**src/rtl/mem_ctrl_pkg.sv**
```systemverilog
// Shared constants for the IF/MEM-to-RAM byte-serialising memory controller.
package mem_ctrl_pkg;

  localparam logic Enable  = 1'b1;
  localparam logic Disable = 1'b0;

  localparam int unsigned AddrBus = 32;
  localparam int unsigned DataBus = 32;

  localparam logic [31:0] IoBase = 32'h0003_0000;

  localparam logic [1:0] SizeByte = 2'b00;
  localparam logic [1:0] SizeHalf = 2'b01;
  localparam logic [1:0] SizeWord = 2'b10;

  localparam logic [2:0] StIdle   = 3'd0;
  localparam logic [2:0] StIfRd   = 3'd1;
  localparam logic [2:0] StMemRd  = 3'd2;
  localparam logic [2:0] StMemWr  = 3'd3;
  localparam logic [2:0] StWrWait = 3'd4;

  // Unknown size codes fall back to a full word.
  function automatic logic [2:0] size_bytes(input logic [1:0] size);
    case (size)
      SizeByte: return 3'd1;
      SizeHalf: return 3'd2;
      SizeWord: return 3'd4;
      default:  return 3'd4;
    endcase
  endfunction

endpackage

```
**src/rtl/mem_ctrl.sv**
```systemverilog
// Arbitrates IF fetches and MEM loads/stores onto a byte-wide synchronous RAM,
// one byte per cycle, and raises the matching pipeline stall requests.
module mem_ctrl
  import mem_ctrl_pkg::*;
#(
  parameter int unsigned           ADDR_WIDTH = AddrBus,
  parameter logic [ADDR_WIDTH-1:0] IO_BASE    = ADDR_WIDTH'(IoBase)
) (
  input  logic                  clk,
  input  logic                  rst,
  input  logic                  rdy,
  input  logic                  if_req,
  input  logic [ADDR_WIDTH-1:0] if_addr,
  input  logic                  if_flush,
  output logic [DataBus-1:0]    if_inst,
  output logic                  if_done,
  input  logic                  mem_req,
  input  logic                  mem_we,
  input  logic [1:0]            mem_size,
  input  logic                  mem_signed,
  input  logic [ADDR_WIDTH-1:0] mem_addr,
  input  logic [DataBus-1:0]    mem_wdata,
  output logic [DataBus-1:0]    mem_rdata,
  output logic                  mem_done,
  output logic                  if_stall,
  output logic                  mem_stall,
  input  logic [7:0]            ram_din,
  output logic [7:0]            ram_dout,
  output logic [ADDR_WIDTH-1:0] ram_a,
  output logic                  ram_wr,
  input  logic                  io_buffer_full
);

  logic [2:0]            state_q, state_d;
  logic [2:0]            cnt_q, cnt_d;
  logic [ADDR_WIDTH-1:0] addr_q, addr_d;
  logic [ADDR_WIDTH-1:0] ram_a_q, ram_a_d;
  logic [1:0]            size_q, size_d;
  logic                  sign_q, sign_d;
  logic [DataBus-1:0]    wdata_q, wdata_d;
  logic [DataBus-1:0]    buf_q, buf_d;
  logic [DataBus-1:0]    if_inst_q, if_inst_d;
  logic [DataBus-1:0]    mem_rdata_q, mem_rdata_d;
  logic                  ram_wr_q, ram_wr_d;
  logic [7:0]            ram_dout_q, ram_dout_d;
  logic                  if_done_q, if_done_d;
  logic                  mem_done_q, mem_done_d;

  logic [2:0]            nbytes;
  logic [1:0]            rd_idx;
  logic [DataBus-1:0]    merged;
  logic                  mem_go, if_go, io_block;

  function automatic logic [7:0] get_byte(input logic [DataBus-1:0] word, input logic [1:0] idx);
    return word[{idx, 3'b000} +: 8];
  endfunction

  function automatic logic [DataBus-1:0] extend_load(input logic [DataBus-1:0] raw,
                                                     input logic [1:0] size, input logic sgn);
    case (size)
      SizeByte: return {{24{sgn & raw[7]}}, raw[7:0]};
      SizeHalf: return {{16{sgn & raw[15]}}, raw[15:0]};
      default:  return raw;
    endcase
  endfunction

  // A request seen in its own done cycle is the one just completed, not a new one.
  assign mem_go   = mem_req & ~mem_done_q;
  assign if_go    = if_req & ~if_done_q & ~if_flush;
  assign io_block = mem_we & (mem_addr >= IO_BASE) & io_buffer_full;

  assign nbytes = (state_q == StIfRd) ? 3'd4 : size_bytes(size_q);
  assign rd_idx = 2'(cnt_q - 3'd2);

  // Byte k arrives on ram_din two edges after its address was registered.
  always_comb begin
    merged = buf_q;
    if (cnt_q >= 3'd2) merged[{rd_idx, 3'b000} +: 8] = ram_din;
  end

  always_comb begin
    state_d     = state_q;
    cnt_d       = cnt_q;
    addr_d      = addr_q;
    ram_a_d     = ram_a_q;
    size_d      = size_q;
    sign_d      = sign_q;
    wdata_d     = wdata_q;
    buf_d       = buf_q;
    if_inst_d   = if_inst_q;
    mem_rdata_d = mem_rdata_q;
    ram_wr_d    = ram_wr_q;
    ram_dout_d  = ram_dout_q;
    if_done_d   = Disable;
    mem_done_d  = Disable;

    case (state_q)
      StIdle: begin
        // An IO store held off by a full buffer still blocks fetches.
        if (mem_go) begin
          if (!io_block) begin
            addr_d  = mem_addr;
            ram_a_d = mem_addr;
            size_d  = mem_size;
            sign_d  = mem_signed;
            wdata_d = mem_wdata;
            buf_d   = '0;
            cnt_d   = 3'd1;
            if (mem_we) begin
              state_d    = StMemWr;
              ram_wr_d   = Enable;
              ram_dout_d = mem_wdata[7:0];
            end else begin
              state_d = StMemRd;
            end
          end
        end else if (if_go) begin
          addr_d  = if_addr;
          ram_a_d = if_addr;
          buf_d   = '0;
          cnt_d   = 3'd1;
          state_d = StIfRd;
        end
      end

      StIfRd, StMemRd: begin
        if (state_q == StIfRd && if_flush) begin
          state_d = StIdle;
          cnt_d   = 3'd0;
        end else begin
          buf_d = merged;
          cnt_d = cnt_q + 3'd1;
          if (cnt_q < nbytes) ram_a_d = addr_q + ADDR_WIDTH'(cnt_q);
          if (cnt_q == nbytes + 3'd1) begin
            state_d = StIdle;
            cnt_d   = 3'd0;
            if (state_q == StIfRd) begin
              if_done_d = Enable;
              if_inst_d = merged;
            end else begin
              mem_done_d  = Enable;
              mem_rdata_d = extend_load(merged, size_q, sign_q);
            end
          end
        end
      end

      StMemWr: begin
        if (cnt_q == nbytes) begin
          ram_wr_d   = Disable;
          mem_done_d = Enable;
          state_d    = StWrWait;
          cnt_d      = 3'd0;
        end else begin
          ram_a_d    = addr_q + ADDR_WIDTH'(cnt_q);
          ram_dout_d = get_byte(wdata_q, cnt_q[1:0]);
          cnt_d      = cnt_q + 3'd1;
        end
      end

      StWrWait: state_d = StIdle;

      default: begin
        state_d  = StIdle;
        cnt_d    = 3'd0;
        ram_wr_d = Disable;
      end
    endcase
  end

  always_ff @(posedge clk) begin
    if (rst) begin
      state_q     <= StIdle;
      cnt_q       <= 3'd0;
      addr_q      <= '0;
      ram_a_q     <= '0;
      size_q      <= SizeByte;
      sign_q      <= Disable;
      wdata_q     <= '0;
      buf_q       <= '0;
      if_inst_q   <= '0;
      mem_rdata_q <= '0;
      ram_wr_q    <= Disable;
      ram_dout_q  <= 8'h00;
      if_done_q   <= Disable;
      mem_done_q  <= Disable;
    end else if (rdy) begin
      state_q     <= state_d;
      cnt_q       <= cnt_d;
      addr_q      <= addr_d;
      ram_a_q     <= ram_a_d;
      size_q      <= size_d;
      sign_q      <= sign_d;
      wdata_q     <= wdata_d;
      buf_q       <= buf_d;
      if_inst_q   <= if_inst_d;
      mem_rdata_q <= mem_rdata_d;
      ram_wr_q    <= ram_wr_d;
      ram_dout_q  <= ram_dout_d;
      if_done_q   <= if_done_d;
      mem_done_q  <= mem_done_d;
    end
  end

  assign ram_a     = ram_a_q;
  assign ram_dout  = ram_dout_q;
  assign ram_wr    = ram_wr_q & rdy;
  assign if_inst   = if_inst_q;
  assign if_done   = if_done_q;
  assign mem_rdata = mem_rdata_q;
  assign mem_done  = mem_done_q;
  assign if_stall  = if_req & ~if_done_q;
  assign mem_stall = mem_req & ~mem_done_q;

endmodule

```
**config.mk**
```make
export PLATFORM = sky130hd
export DESIGN_NAME = mem_ctrl
export DESIGN_NICKNAME = d
export VERILOG_FILES = /design/src/rtl/mem_ctrl_pkg.sv /design/src/rtl/mem_ctrl.sv
export SDC_FILE = /design/constraint.sdc
export NUM_CORES = 1
export LEC_CHECK = 0
export ABC_AREA = 1
export BUFFER_PORTS_ARGS = -buffer_cell sky130_fd_sc_hd__buf_2
export CAP_MARGIN = 20
export CORE_MARGIN = 2
export CORE_UTILIZATION = 40
export CTS_CLUSTER_DIAMETER = 150
export DETAILED_ROUTE_END_ITERATION = 10
export MAX_ROUTING_LAYER = met4
export SYNTH_ARGS = -nofsm -noshare
export SYNTH_HDL_FRONTEND = slang
export SYNTH_SLANG_ARGS = --single-unit
```
**constraint.sdc**
```tcl
create_clock -name clk -period 2.96 [get_ports clk]
set_input_delay 0 -clock clk [delete_from_list [all_inputs] [get_ports clk]]
set_output_delay 0 -clock clk [all_outputs]
set_load 0.05 [all_outputs]
```
==> metrics.cfg <==
[logic_synthesis]
seq_area_frac_synth_pct = 38.0
synthCells = 1765
synthMuxAreaShare_pct = 1.61
synth_flop_cell = dfxtp_1
syn_area_per_cell_um2 = 6.33
synth_edf_count = 0
ys_types = 41
async_flop_share_pct = 0
synth_area_leader_cell = dfxtp_1
synth.area.top_cells = dfxtp_1, nand2_1, nor2_1
synth-seq-cells = 212
synth_top_family_by_area = simple AND/OR/NAND/NOR gates
synthTopCellsByCount = nand2_1, nor2_1, dfxtp_1, a21oi_1
yosysMostFrequentCell = nand2_1
yosysWarnings = 0
synth_xor_area_share_pct = 0.863
synth_compound_area_share_pct = 15.6
syn_area_um2 = 11200
yosys.area.top_type_share_pct = 38.0
synth_fa_ha_area_share_pct = 1.64
synth_nets = 1894
yosys.area_share.simple_pct = 32.5

[detailed_routing]
post-route-drc-count = 0
via_per_inst = 4.96
via_count = 12111
drt_first_iter_violations = 664
wl_per_cell_um = 15.4
drtPass1Iterations = 5
wl_um = 37700
route.antenna.remaining_nets = 0

[power_and_ir_drop]
p_sw_mw = 5.41
p_int_mw = 6.94
power_frac_comb_pct = 42.9
p_clk_share_pct = 26.0
leakage_nw = 6.60
switching_share_pct = 43.8
cellPowerDensity_nw_per_um2 = 855
power_mw = 12.4
p_seq_share_pct = 31.0
ir_worst_vdd_mv = 0.507

[grt]
grt_pass1_vias = 11556
grt_overflow = 0
grt_pass1_wl_um = 59200
grtUsageTotal_pct = 26.0
grt_max_degree = 90
antenna_found_initial = 1

[floorplan]
die_area_um2 = 29300
initial_core_util_pct = 40.4
core_area_um2 = 27600
num_io_pins = 224
die_x_um = 171
num_rows = 61
dieHeight_um = 171

[clock_tree]
clkSinkCount = 212
ctsHtreeMaxLevel = 1
clock_latency_ns = 0.53
cts_root_buf = clkbuf_16
cts_tree = done
post_cts_buffers = 0
cts_buffers = 24
postCtsHoldBufs = 100
clockBufferDepth = 3
cts_resized = 0
clk_pin_slew_worst_paths_ns = 0.06

[timing]
max_slew_margin_pct = 53.7
finalSetupViolCount = 0
finalClockSkew_ns = 0.0288
rsz0062_at_grt = no
hold_viol = 0
maxSlewViolCount = 0
setup_tns_ns = 0
fin_crit_sh_pct = 88.5
fmax_mhz = 382
period_needed_ns = 2.62
worstMarginPinSlew_ns = 0.687
fin_ws_ns = 0.341

[setup_path]
cp_max_fo = 16
cp_slowest_cell = a21oi_2
path_buf_inv = 1
crit_top_cell = nand2_1
r2r_slack_ns = 0.34
cp-start-kind = flip-flop
critPathTopFamily = simple AND/OR/NAND/NOR gates
path_class = flip-flop to flip-flop
crit_chain = inv_2 -> nand3_4 -> nand2_1 -> ha_1 -> nand2_1 -> nor2_1 -> nand2_1 -> nand2_1 -> or2_2 -> a21oi_2 -> nand2_1 -> nand2_1 -> nor2_1
end_kind = flip-flop
cp.required_ns = 3.37
critPathMaxStageDelay_ns = 0.49
crit_arrival_ns = 3.03

[final_layout]
syn2layout_area_growth_pct = 29.4
drive_above_1_share_pct = 15.8
nNetsFinal = 2179
finalNonFillerCells = 2444
post-route-util_pct = 52.3

[min_path]
min_path_type = primary input to flip-flop

[placed_design]
hpwl_um = 26100
pre_cts_ws_ns = 0.349
dp_cells = 2302
port_buffers = 223
routabilityCongestion = 0.923

[flow_run]
maxCapViolCount = 0

[outcome]
status = finished clean

[path summary, 6_finish.rpt]
kind / from / endpoint / cells after the start
min reg2reg: wdata_q[30] / wdata_q[30] / 2
max reg2reg: state_q[2] / ram_dout[7] / 13
min: mem_addr[6] / addr_q[6] / 6
max: state_q[2] / ram_dout[7] / 13
[registers in the layout (all words and copies together), names as in the netlist]
signal / cells
mem_done: 1
mem_rdata: 32
buf_q: 32
sign_q: 1
size_q: 2
if_done: 1
ram_wr_q: 1
cnt_q: 3
if_inst: 32
ram_a: 32
wdata_q: 32
addr_q: 32
state_q: 3
ram_dout: 8
[worst min-delay path: stages]
cell	delay, ns
buf_2	0.07
or2_2	0.08
o21ai_0	0.11
nand2_1	0.09
nand2_1	0.05
nor2_1	0.07
[cell type report]
type	instances	area, µm²
multi-input combinational	1277	5840
antenna	1	2.50
clock buffer	31	688
timing repair buffer	354	2360
sequential	212	4240
tap	378	473
inverter	181	682
clock inverter	10	159
fill	2871	13200
[power by group through the flow]
stage                     Clock (mW)  Combinational [mW]  Sequential (mW)
after global routing            3.39                5.92             3.90
after CTS                       3.27                5.32             3.83
after detailed placement           0                5.16             3.89
after floorplan                    0                2.98             4.68
final                           3.21                5.30             3.83
after global placement             0                5.13             3.88
[cell usage in the layout (no fill, tap or decap), types with 13 or more instances in the layout]
cell,instances
nand2_1,497
nor2_1,264
buf_2,223
dfxtp_1,212
a21oi_1,169
o21ai_0,167
inv_1,166
dlygate4sd3_1,100
nand3_1,76
buf_4,30
clkbuf_16,25
mux2i_1,18
nor3_1,14
ha_1,13
[through the flow]
stage,instance area [µm²],hold slack (ns)
global route,14500,0.0460
detailed placement,12600,0.288
floorplan,11200,0.193
global placement,12600,0.281
finish,14500,0.00360
CTS,14400,0.00114
[logic make-up after synthesis]
| logic type | Yosys count |
|---|---|
| mux | 18 |
| xor+xnor | 11 |
| flops | 212 |
| fa+ha+maj | 14 |
| simple gates | 890 |
| compound gates | 344 |
| buf+inv | 276 |
[layer usage]
| layer | up-vias | track usage (%) | share of wire [%] |
|---|---|---|---|
| met5 | - | - | 0 |
| met4 | 0 | 8.66 | 3.1 |
| met3 | 79 | 3.56 | 5.7 |
| met2 | 373 | 45.0 | 49 |
| met1 | 5498 | 31.0 | 43 |
| li1 | 6161 | - | - |
Note: power is estimated with default switching activity, not from simulation.
